`src/rtl/ls_pkg.sv`:
```
// Shared definitions for the Longstaff-Schwartz datapath: width constants,
// the evaluator FSM state type and the price clamp used by every stage that
// turns a wide signed accumulator back into a 12-bit price.
package ls_pkg;

  localparam int PRICE_W = 12;
  localparam int COEF_W  = 24;
  localparam int ACC_W   = 50;
  localparam int EXCNT_W = 8;

  typedef enum logic [1:0] {
    ST_IDLE  = 2'd0,
    ST_RUN   = 2'd1,
    ST_DRAIN = 2'd2
  } ls_state_t;

  // Saturate a signed accumulator into the unsigned price range [0, 2^PRICE_W-1].
  function automatic logic [PRICE_W-1:0] clamp_price(input logic signed [ACC_W-1:0] v);
    logic [PRICE_W-1:0] r;
    if (v[ACC_W-1]) begin
      r = '0;
    end else if (|v[ACC_W-2:PRICE_W]) begin
      r = '1;
    end else begin
      r = v[PRICE_W-1:0];
    end
    return r;
  endfunction

endpackage

```
`src/rtl/ls_poly2_eval.sv`:
```
// Three-stage evaluator of E = c0 + c1*x + c2*x^2 (coefficients Q.FRAC) with
// the exercise decision folded into the last stage.
//   S1: x, x^2, profit, future_cf
//   S2: c1*x, c2*x^2 (full precision)
//   S3: sum, floor shift, clamp, compare, registered outputs
// No backpressure: a valid sample moves one stage per clock.
module ls_poly2_eval
  import ls_pkg::*;
#(
  parameter int FRAC = 8
) (
  input  logic               clk,
  input  logic               rst_n,
  input  logic               in_valid,
  input  logic [PRICE_W-1:0] x,
  input  logic [PRICE_W-1:0] profit,
  input  logic [PRICE_W-1:0] future_cf,
  input  logic [COEF_W-1:0]  c0,
  input  logic [COEF_W-1:0]  c1,
  input  logic [COEF_W-1:0]  c2,
  output logic               front_busy,
  output logic               out_valid,
  output logic [PRICE_W-1:0] expected_profit,
  output logic               exercise,
  output logic [PRICE_W-1:0] cf_out
);

  localparam int X2_W = 2 * PRICE_W;
  localparam int P1_W = COEF_W + PRICE_W + 1;
  localparam int P2_W = COEF_W + X2_W + 1;

  // S1 registers
  logic               s1_valid;
  logic [PRICE_W-1:0] s1_x;
  logic [X2_W-1:0]    s1_x2;
  logic [PRICE_W-1:0] s1_profit;
  logic [PRICE_W-1:0] s1_cf;

  // S2 registers
  logic                   s2_valid;
  logic signed [P1_W-1:0] s2_p1;
  logic signed [P2_W-1:0] s2_p2;
  logic [PRICE_W-1:0]     s2_profit;
  logic [PRICE_W-1:0]     s2_cf;

  // Combinational operands, widened explicitly so no product loses bits
  logic [X2_W-1:0]         x_wide;
  logic [X2_W-1:0]         x2_c;
  logic signed [P1_W-1:0]  c1_ext;
  logic signed [P1_W-1:0]  x_ext;
  logic signed [P1_W-1:0]  p1_c;
  logic signed [P2_W-1:0]  c2_ext;
  logic signed [P2_W-1:0]  x2_ext;
  logic signed [P2_W-1:0]  p2_c;
  logic signed [ACC_W-1:0] c0_acc;
  logic signed [ACC_W-1:0] p1_acc;
  logic signed [ACC_W-1:0] p2_acc;
  logic signed [ACC_W-1:0] sum_c;
  logic signed [ACC_W-1:0] e_c;
  logic [PRICE_W-1:0]      ep_c;
  logic                    ex_c;
  logic [PRICE_W-1:0]      cf_c;

  assign x_wide = {{(X2_W-PRICE_W){1'b0}}, x};
  assign x2_c   = x_wide * x_wide;

  // x and x^2 are unsigned; a zero guard bit makes them non-negative signed operands.
  assign c1_ext = {{(P1_W-COEF_W){c1[COEF_W-1]}}, c1};
  assign x_ext  = {{(P1_W-PRICE_W){1'b0}}, s1_x};
  assign p1_c   = c1_ext * x_ext;
  assign c2_ext = {{(P2_W-COEF_W){c2[COEF_W-1]}}, c2};
  assign x2_ext = {{(P2_W-X2_W){1'b0}}, s1_x2};
  assign p2_c   = c2_ext * x2_ext;

  assign c0_acc = {{(ACC_W-COEF_W){c0[COEF_W-1]}}, c0};
  assign p1_acc = {{(ACC_W-P1_W){s2_p1[P1_W-1]}}, s2_p1};
  assign p2_acc = {{(ACC_W-P2_W){s2_p2[P2_W-1]}}, s2_p2};
  assign sum_c  = c0_acc + p1_acc + p2_acc;
  // Arithmetic shift floors toward minus infinity, matching the Q-format intent.
  assign e_c    = sum_c >>> FRAC;
  assign ep_c   = clamp_price(e_c);
  // Strict compare: a tie holds; a zero profit (out of the money) never exercises.
  assign ex_c   = (s2_profit != '0) && (s2_profit > ep_c);
  assign cf_c   = ex_c ? s2_profit : s2_cf;

  assign front_busy = s1_valid | s2_valid;

  // S1: capture the accepted sample together with its square
  always_ff @(posedge clk or negedge rst_n) begin
    if (!rst_n) begin
      s1_valid  <= 1'b0;
      s1_x      <= '0;
      s1_x2     <= '0;
      s1_profit <= '0;
      s1_cf     <= '0;
    end else begin
      s1_valid <= in_valid;
      if (in_valid) begin
        s1_x      <= x;
        s1_x2     <= x2_c;
        s1_profit <= profit;
        s1_cf     <= future_cf;
      end
    end
  end

  // S2: register both products
  always_ff @(posedge clk or negedge rst_n) begin
    if (!rst_n) begin
      s2_valid  <= 1'b0;
      s2_p1     <= '0;
      s2_p2     <= '0;
      s2_profit <= '0;
      s2_cf     <= '0;
    end else begin
      s2_valid <= s1_valid;
      if (s1_valid) begin
        s2_p1     <= p1_c;
        s2_p2     <= p2_c;
        s2_profit <= s1_profit;
        s2_cf     <= s1_cf;
      end
    end
  end

  // S3: sum, clamp, exercise decision and result strobe
  always_ff @(posedge clk or negedge rst_n) begin
    if (!rst_n) begin
      out_valid       <= 1'b0;
      expected_profit <= '0;
      exercise        <= 1'b0;
      cf_out          <= '0;
    end else begin
      out_valid <= s2_valid;
      if (s2_valid) begin
        expected_profit <= ep_c;
        exercise        <= ex_c;
        cf_out          <= cf_c;
      end
    end
  end

endmodule

```
`src/rtl/ls_exercise_eval.sv`:
```
// Early-exercise evaluator: latches a coefficient set, replays the N paths of
// one time step through ls_poly2_eval and pulses done after the last result.
// Optional feature macro: LS_EXCNT_EN adds the per-step exercise_count output.
// Handshake: a sample transfers on a clock edge where in_valid && in_ready;
// in_ready is high only in RUN and depends on state alone. Results carry no
// backpressure: out_valid is a one-cycle strobe per accepted sample.
module ls_exercise_eval
  import ls_pkg::*;
#(
  parameter int N    = 128,
  parameter int FRAC = 8
) (
  input  logic               clk,
  input  logic               rst_n,
  input  logic               coef_load,
  input  logic [COEF_W-1:0]  c0,
  input  logic [COEF_W-1:0]  c1,
  input  logic [COEF_W-1:0]  c2,
  input  logic               in_valid,
  output logic               in_ready,
  input  logic [PRICE_W-1:0] x,
  input  logic [PRICE_W-1:0] profit,
  input  logic [PRICE_W-1:0] future_cf,
  output logic               out_valid,
  output logic [PRICE_W-1:0] expected_profit,
  output logic               exercise,
  output logic [PRICE_W-1:0] cf_out,
  output logic               done,
`ifdef LS_EXCNT_EN
  output logic [EXCNT_W-1:0] exercise_count,
`endif
  output ls_state_t          fsm_state
);

  localparam int CNT_W = (N > 1) ? $clog2(N) : 1;
  localparam logic [CNT_W-1:0] LAST_IDX = CNT_W'(N - 1);

  ls_state_t         state;
  ls_state_t         state_nxt;
  logic [CNT_W-1:0]  sample_cnt;
  logic [COEF_W-1:0] c0_q;
  logic [COEF_W-1:0] c1_q;
  logic [COEF_W-1:0] c2_q;
  logic              coef_we;
  logic              drain_end;
  logic              accept;
  logic              last_accept;
  logic              front_busy;
  logic              pipe_last;

  assign in_ready    = (state == ST_RUN);
  assign accept      = in_valid && in_ready;
  assign last_accept = accept && (sample_cnt == LAST_IDX);
  // Only the final result is still in S3 and nothing follows it.
  assign pipe_last   = out_valid && !front_busy;
  assign fsm_state   = state;

  // Next-state logic: load -> run N samples -> drain -> idle
  always_comb begin
    state_nxt = state;
    coef_we   = 1'b0;
    drain_end = 1'b0;
    case (state)
      ST_IDLE: begin
        if (coef_load) begin
          coef_we   = 1'b1;
          state_nxt = ST_RUN;
        end
      end
      ST_RUN: begin
        if (last_accept) begin
          state_nxt = ST_DRAIN;
        end
      end
      ST_DRAIN: begin
        if (pipe_last) begin
          drain_end = 1'b1;
          state_nxt = ST_IDLE;
        end
      end
      default: begin
        state_nxt = ST_IDLE;
      end
    endcase
  end

  // State register and registered done pulse
  always_ff @(posedge clk or negedge rst_n) begin
    if (!rst_n) begin
      state <= ST_IDLE;
      done  <= 1'b0;
    end else begin
      state <= state_nxt;
      done  <= drain_end;
    end
  end

  // Sample counter: restarts with each coefficient load and wraps after the last path
  always_ff @(posedge clk or negedge rst_n) begin
    if (!rst_n) begin
      sample_cnt <= '0;
    end else if (coef_we) begin
      sample_cnt <= '0;
    end else if (accept) begin
      sample_cnt <= last_accept ? '0 : sample_cnt + 1'b1;
    end
  end

  // Coefficient latch, written only from IDLE so a step sees one stable set
  always_ff @(posedge clk or negedge rst_n) begin
    if (!rst_n) begin
      c0_q <= '0;
      c1_q <= '0;
      c2_q <= '0;
    end else if (coef_we) begin
      c0_q <= c0;
      c1_q <= c1;
      c2_q <= c2;
    end
  end

  ls_poly2_eval #(
    .FRAC (FRAC)
  ) u_poly (
    .clk             (clk),
    .rst_n           (rst_n),
    .in_valid        (accept),
    .x               (x),
    .profit          (profit),
    .future_cf       (future_cf),
    .c0              (c0_q),
    .c1              (c1_q),
    .c2              (c2_q),
    .front_busy      (front_busy),
    .out_valid       (out_valid),
    .expected_profit (expected_profit),
    .exercise        (exercise),
    .cf_out          (cf_out)
  );

`ifdef LS_EXCNT_EN
  // Exercise counter: cleared by a coefficient load, held after the step ends
  always_ff @(posedge clk or negedge rst_n) begin
    if (!rst_n) begin
      exercise_count <= '0;
    end else if (coef_we) begin
      exercise_count <= '0;
    end else if (out_valid && exercise) begin
      exercise_count <= exercise_count + 1'b1;
    end
  end
`endif

endmodule
```
`config.mk`:
```
export PLATFORM = sky130hd
export DESIGN_NAME = ls_exercise_eval
export DESIGN_NICKNAME = d
export VERILOG_FILES = /design/src/rtl/ls_pkg.sv /design/src/rtl/ls_poly2_eval.sv /design/src/rtl/ls_exercise_eval.sv
export SDC_FILE = /design/constraint.sdc
export NUM_CORES = 2
export LEC_CHECK = 0
export ABC_CLOCK_PERIOD_IN_PS = 11840
export CORE_MARGIN = 2
export CORE_UTILIZATION = 45
export DETAILED_ROUTE_END_ITERATION = 10
export GPL_TIMING_DRIVEN = 1
export PLACE_DENSITY = 0.7
export SLEW_MARGIN = 20
export SYNTH_ARGS = -nofsm -noshare
export SYNTH_HDL_FRONTEND = slang
export SYNTH_SLANG_ARGS = --single-unit
```
`constraint.sdc`:
```
create_clock -name clk -period 11.84 [get_ports clk]
set_clock_uncertainty 0.1 [all_clocks]
set_input_delay 2.368 -clock clk [delete_from_list [all_inputs] [get_ports clk]]
set_output_delay 2.368 -clock clk [all_outputs]
set_load 0.03 [all_outputs]
```
# Yosys cells after proc, flatten, opt, wreduce, memory -nomap -nowiden

Cells that the tools add are included.

Add/subtract/negate cells: 3
$mul: 3
Div/mod/pow operators: 0
$lt $le $gt $ge: 1
Equality and inequality tests: 6
Shift operators: 0
Mux-type cells: 14
Bitwise gates (word level): 1
Reduce and logical (&&, ||, !) cells: 10

Operator list:

| operator            | count |
|---|---|
| $add 38x49->50      | 1 |
| $mul 24x25->49      | 1 |
| $add 24x37->38      | 1 |
| $mul 24x13->37      | 1 |
| $mux 12             | 3 |
| $reduce_or 30->1    | 1 |
| $mul 12x12->24      | 1 |
| $mux 7              | 3 |
| $gt 12x12->1        | 1 |
| $reduce_bool 12->1  | 1 |
| $add 7x1->7 const B | 1 |
| $eq 7x7->1 const B  | 1 |
| $mux 2              | 3 |
| $pmux 2 s3          | 1 |
| $logic_and 1x1->1   | 4 |
| $mux 1              | 4 |
| $ne 2x2->1 const B  | 2 |
| $reduce_and 3->1    | 1 |
| $eq 2x1->1 const B  | 1 |
| $eq 2x2->1 const B  | 1 |
| $logic_not 2->1     | 1 |
| $ne 2x1->1 const B  | 1 |
| $reduce_bool 2->1   | 1 |
| $logic_not 1->1     | 1 |
| $or 1x1->1          | 1 |

Register bits: 280
Latch bits: 0
Memory bits (writable): 0
Bits in read-only memories: 0
Input bits: 112
Output and inout bits: 30
Logic and storage cells: 58
Memories kept: 0

# Depth between registers and ports, before layout

Depth after elaboration: 8
Depth in mapped cells: 31
Depth with buffers taken out: 29

# Modules after synthesis

From an unflattened synthesis, not the netlist that was laid out.

Cell total of the unflattened synthesis: 4918
Area total of the unflattened synthesis: 47147.7 um^2

By module, submodules not included:

| module           | times used | cells each | area an instance (um^2) | sequential area each (um^2) |
|---|---|---|---|---|
| ls_poly2_eval    | 1          | 4712       | 43937.1                 | 4904.7 |
| ls_exercise_eval | 1          | 206        | 3210.6                  | 2052.0 |

# Worst setup path after synthesis

Ideal clock, no wire load.

Path type: reg-to-reg
From: register c0_q[23]
To: register u_poly.cf_out[10]
Library setup time: 0.137 ns
Arrival time: 7.243 ns
Required time: 11.603 ns
Setup slack: 4.360 ns
Stages on the path, launching flop included: 30
Path buffers: 1
Period minus slack after synthesis: 7.480 ns
Path through: dfrtp_1 > inv_1 > fa_1 > inv_1 > ha_1 > a21o_1 > a21oi_1 > o21ai_0 > o41ai_1 > mux2i_1 > a311oi_1 > or4b_1 > a211oi_1 > nand4_1 > and4b_1 > nand3_1 > o21ai_0 > ha_1 > a21o_1 > a21o_1 > a21oi_1 > nor2b_1 > o21ai_0 > nand2b_1 > a21oi_1 > nor2b_1 > o31ai_1 > clkbuf_1 > mux2i_1 > a21oi_1

Word-level cells in the longest chain between the ends: 8

RTL lines:

| element                | RTL line                | text |
|---|---|---|
| start, declared        | ls_exercise_eval.sv:41  | `logic [COEF_W-1:0] c0_q;` |
| start signal, assigned | ls_exercise_eval.sv:112 | `c0_q <= '0;` |
| start signal, assigned | ls_exercise_eval.sv:116 | `c0_q <= c0;` |
| $add 24x37->38 *       | ls_poly2_eval.sv:78     | `assign sum_c = c0_acc + p1_acc + p2_acc;` |
| $add 38x49->50 *       | ls_poly2_eval.sv:78     |  |
| $reduce_or 30->1       | ls_pkg.sv:22            | `end else if (\|v[ACC_W-2:PRICE_W]) begin` |
| $mux 12                | ls_pkg.sv:22            |  |
| $mux 12 *              | ls_pkg.sv:20            | `if (v[ACC_W-1]) begin` |
| $gt 12x12->1 *         | ls_poly2_eval.sv:83     | `assign ex_c = (s2_profit != '0) && (s2_profit > ep_c);` |
| $logic_and 1x1->1 *    | ls_poly2_eval.sv:83     |  |
| $mux 12 *              | ls_poly2_eval.sv:84     | `assign cf_c = ex_c ? s2_profit : s2_cf;` |
| end signal, assigned   | ls_poly2_eval.sv:132    | `cf_out <= '0;` |
| end signal, assigned   | ls_poly2_eval.sv:138    | `cf_out <= cf_c;` |
| end, declared          | ls_poly2_eval.sv:25     | `output logic [PRICE_W-1:0] cf_out` |

Every way passes the cells marked *; elsewhere a longest branch is shown, timed or not.
A chain may end at the register's enable or synchronous reset.

# Final worst setup path

From: register u_poly.s1_x2[11]
To: register u_poly.s2_p2[44]

Word-level cells in the longest chain between the ends: 1

RTL lines:

| element                | RTL line             | text |
|---|---|---|
| start, declared        | ls_poly2_eval.sv:35  | `logic [X2_W-1:0] s1_x2;` |
| start signal, assigned | ls_poly2_eval.sv:93  | `s1_x2 <= '0;` |
| start signal, assigned | ls_poly2_eval.sv:100 | `s1_x2 <= x2_c;` |
| $mul 24x25->49         | ls_poly2_eval.sv:73  | `assign p2_c = c2_ext * x2_ext;` |
| end signal, assigned   | ls_poly2_eval.sv:119 | `s2_p2 <= p2_c;` |
| end, declared          | ls_poly2_eval.sv:42  | `logic signed [P2_W-1:0] s2_p2;` |

Every way passes these cells.

==> run_results.csv <==
group,metric,value,unit
run_status,status,"finished, final reports clean",
job,cap_violations,0,
sta,setup_viol,0,
sta,tightest_slew,1.13,ns
worst_setup_path,slowest_delay,0.99,ns
sta,slew_headroom,0.249,
die,num_rows,118,
worst_setup_path,crit_chain,"and2_1 > fa_1 > fa_1 > inv_1 > fa_1 > fa_1 > inv_1 > fa_1 > fa_1 > inv_1 > fa_1 > inv_1 > ha_1 > a21o_1 > a21o_1 > a21oi_1 > o21ai_0 > a221o_1 > a211oi_2 > o21ai_1 > a21boi_1 > o21ai_0 > xor2_1 > mux2_2",
final_layout,num-fill-cells,9464,
global_route,first_global_vias,36700,
final_layout,drive_gt1_frac,0.0499,
yosys,synth_compound_area_frac,0.0754,
global_route,antenna_found_initial,3,
cts,clock_latency,0.59,ns
cts,cts_tree,"done",
worst_setup_path,worstSetupStartpointType,"flop",
worst_setup_path,regToRegSetupSlack,3.65,ns
die,initial_utilization,0.455,
cts,root_buffer,"clkbuf_16",
yosys,ys_types,84,
placement,dp_hpwl,93200,um
yosys,synth_edf_count,0,
worst_setup_path,crit_arrival,8.56,ns
yosys,yosys_warnings,0,
routing,drc,0,
die,die_y,328,um
routing,vias,33822,
die,coreArea,104000,um^2
cts,cts_buffer_depth,3,
sta,fmax,122,MHz
die,die_w,328,um
yosys,yosys.area_share.simple,0.150,
global_route,grt_start_max_net_pins,142,
hold_path,hold_path_class,"flop to flop",
yosys,ys_async_sr_fraction,1.00,
yosys,synth_flop_cell,"dfrtp_1",
yosys,ys_seq_elements,278,
sta,tns,0,ns
worst_setup_path,crit_family,"adder cells",
final_layout,final_core_util,0.493,
yosys,synth_fa_ha_area_frac,0.470,
yosys,synth_top_area_cell,"fa_1",
cts,numCtsBuffers,36,
worst_setup_path,path_buf_inv,4,
die,dieArea,108000,um^2
sta,rsz0062_at_grt,"false",
worst_setup_path,critPathRequiredTime,12.20,ns
yosys,synth_xor_xnor_area_share,0.0243,
sta,maxSlewViolCount,0,
yosys,yosysSeqAreaShare,0.147,
worst_setup_path,critPathMostFrequentCell,"fa_1",
worst_setup_path,critPathCaptureType,"flop",
yosys,synth_top_family_by_area,"adder cells",
final_layout,syn_to_final_growth,8.44,%
yosys,syn_avg_cell_area,9.27,um^2
global_route,grt_overflow_total,0,
routing,routed_wl,115000,um
routing,drt_iter0_markers,2097,
routing,ant_nets,0,
placement,port_buffers,141,
cts,postCtsSetupBuffers,0,
cts,hold_buffers,0,
worst_setup_path,path_class,"flop to flop",
yosys,syn_inst,5097,
cts,clock-sinks,278,
sta,min_period_over_period,0.692,
final_layout,fin_nets,6476,
yosys,synth_mux_area_frac,0.0296,
routing,wl_per_cell,17.7,um
die,io_pins,142,
placement,gp_congestion,0.896,
worst_setup_path,cp_slowest_cell,"dfrtp_1",
worst_setup_path,crit_fanout,25,
sta,period_needed,8.19,ns
yosys,synth_top_cell_area_share,0.362,
sta,final_hold_viol_count,0,
yosys,ys_top_cells_by_area,"fa_1 36%, dfrtp_1 15%, ha_1 11%",
global_route,grt_usage,0.223,
routing,vias_per_cell,5.20,
global_route,grt_pass1_wl,192000,um
routing,firstDrtPassIters,6,
yosys,syn-cell-area,47200,um^2
cts,postCtsResizedCells,0,
cts,cts_max_level,2,
cts,clkSlewWorstSetupHoldPaths,0.06,ns
[metal layers]
layer,vias to the layer above,global-route usage,part of all wire
met5,-,0,0
li1,15544,-,-
met2,835,0.382,0.49
met4,0,0.0736,0.035
met1,17241,0.289,0.41
met3,202,0.0344,0.057
[placed cells by master (no fill, tap or decap), types with 6 or more instances in the layout]
| master | Yosys | final |
|---|---|---|
| a21bo_2 | 6 | 6 |
| a21oi_1 | 148 | 148 |
| or3_1 | 12 | 12 |
| nand3_1 | 37 | 37 |
| a31oi_1 | 17 | 17 |
| xor2_1 | 59 | 59 |
| mux2i_1 | 24 | 24 |
| nor2b_1 | 13 | 13 |
| xnor2_1 | 72 | 72 |
| nand4_1 | 18 | 18 |
| o21a_1 | 14 | 14 |
| nor2_1 | 116 | 116 |
| o21ai_0 | 167 | 167 |
| clkinvlp_4 | 0 | 6 |
| buf_4 | 1 | 42 |
| and3_1 | 20 | 20 |
| dfrtp_1 | 278 | 277 |
| a211oi_1 | 14 | 14 |
| nand2_1 | 666 | 665 |
| o31a_1 | 6 | 6 |
| ha_1 | 410 | 410 |
| or2_2 | 12 | 12 |
| o21bai_1 | 24 | 24 |
| inv_1 | 1062 | 1062 |
| conb_1 | 2 | 9 |
| and2_1 | 478 | 478 |
| nand2b_1 | 28 | 28 |
| o31ai_1 | 15 | 14 |
| nor4_1 | 9 | 9 |
| fa_1 | 853 | 853 |
| mux2_2 | 103 | 103 |
| a21o_1 | 70 | 70 |
| o211ai_1 | 9 | 9 |
| bufinv_16 | 0 | 6 |
| nor3_1 | 22 | 22 |
| clkdlybuf4s50_1 | 0 | 140 |
| clkbuf_16 | 0 | 36 |
[cell usage after synthesis (28+ instances only)]
cell type and n:
a21oi_1 148, a21o_1 70, mux2_2 103, xor2_1 59
clkbuf_1 208, ha_1 410, nand2b_1 28, nand3_1 37
dfrtp_1 278, o21ai_0 167, and2_1 478, xnor2_1 72
inv_1 1062, nand2_1 666, fa_1 853, nor2_1 116
[layout make-up]
cell class	instances	area (um^2)	share of cell area
antenna	1	2.50	0.0000489
clock buffer	42	953	0.0186
clock inverter	24	364	0.00711
inverter	1062	3990	0.0778
multi-input combinational	3539	35500	0.693
sequential	278	6960	0.136
tap	1380	1730	0.0337
timing repair buffer	184	1750	0.0342
[worst register-to-register path, stage by stage, from the launching register on]
cell,delay (ns)
dfrtp_1,0.99
and2_1,0.30
fa_1,0.42
fa_1,0.52
inv_1,0.05
fa_1,0.47
fa_1,0.51
inv_1,0.06
fa_1,0.50
fa_1,0.53
inv_1,0.06
fa_1,0.49
inv_1,0.05
ha_1,0.36
a21o_1,0.19
a21o_1,0.20
a21oi_1,0.16
o21ai_0,0.11
a221o_1,0.42
a211oi_2,0.42
o21ai_1,0.17
a21boi_1,0.38
o21ai_0,0.18
xor2_1,0.16
mux2_2,0.27
[metrics by stage]
step                instance area [um^2]  std cells  hold slack (ns)  setup WS, ns
global route                       51200       6510            0.398          3.18
CTS                                51200       6509            0.381          3.68
global placement                   49900       6443            0.352          3.50
finish                             51200       6510            0.378          3.65
floorplan                          47300       5104            0.252          4.36
detailed placement                 49900       6443            0.364          3.34
[final timing paths]
path                                         startpoint  depth (start not counted)                      endpoint
hold / removal              u_poly.s1_cf[7]$_DFFE_PN0P_                          2   u_poly.s1_cf[7]$_DFFE_PN0P_
setup / recovery           u_poly.s1_x2[11]$_DFFE_PN0P_                         24  u_poly.s2_p2[44]$_DFFE_PN0P_
hold reg to reg             u_poly.s1_cf[7]$_DFFE_PN0P_                          2   u_poly.s1_cf[7]$_DFFE_PN0P_
max in group asynchronous                         rst_n                          2          c2_q[18]$_DFFE_PN0P_
min in group asynchronous                         rst_n                          1   u_poly.s1_cf[6]$_DFFE_PN0P_
setup reg to reg           u_poly.s1_x2[11]$_DFFE_PN0P_                         24  u_poly.s2_p2[44]$_DFFE_PN0P_
[registers in the layout, summed over array words and instances, names as in the netlist, 11 cells and up]
name	cells
u_poly.cf_out	12
u_poly.s1_x2	23
u_poly.s1_cf	12
u_poly.expected_profit	12
c0_q	24
u_poly.s2_profit	12
u_poly.s2_cf	12
c1_q	24
u_poly.s1_x	11
u_poly.s1_profit	12
u_poly.s2_p1	37
c2_q	24
u_poly.s2_p2	49
[cell families after synthesis]
group | after synthesis
compound gates | 556
xor+xnor | 131
fa+ha+maj | 1263
buf+inv | 1287
flops | 278
mux | 127
other cells | 2
simple gates | 1453
Power is not shown: default switching activity piles up to over one toggle a cycle in this logic, so the estimate is an artifact.
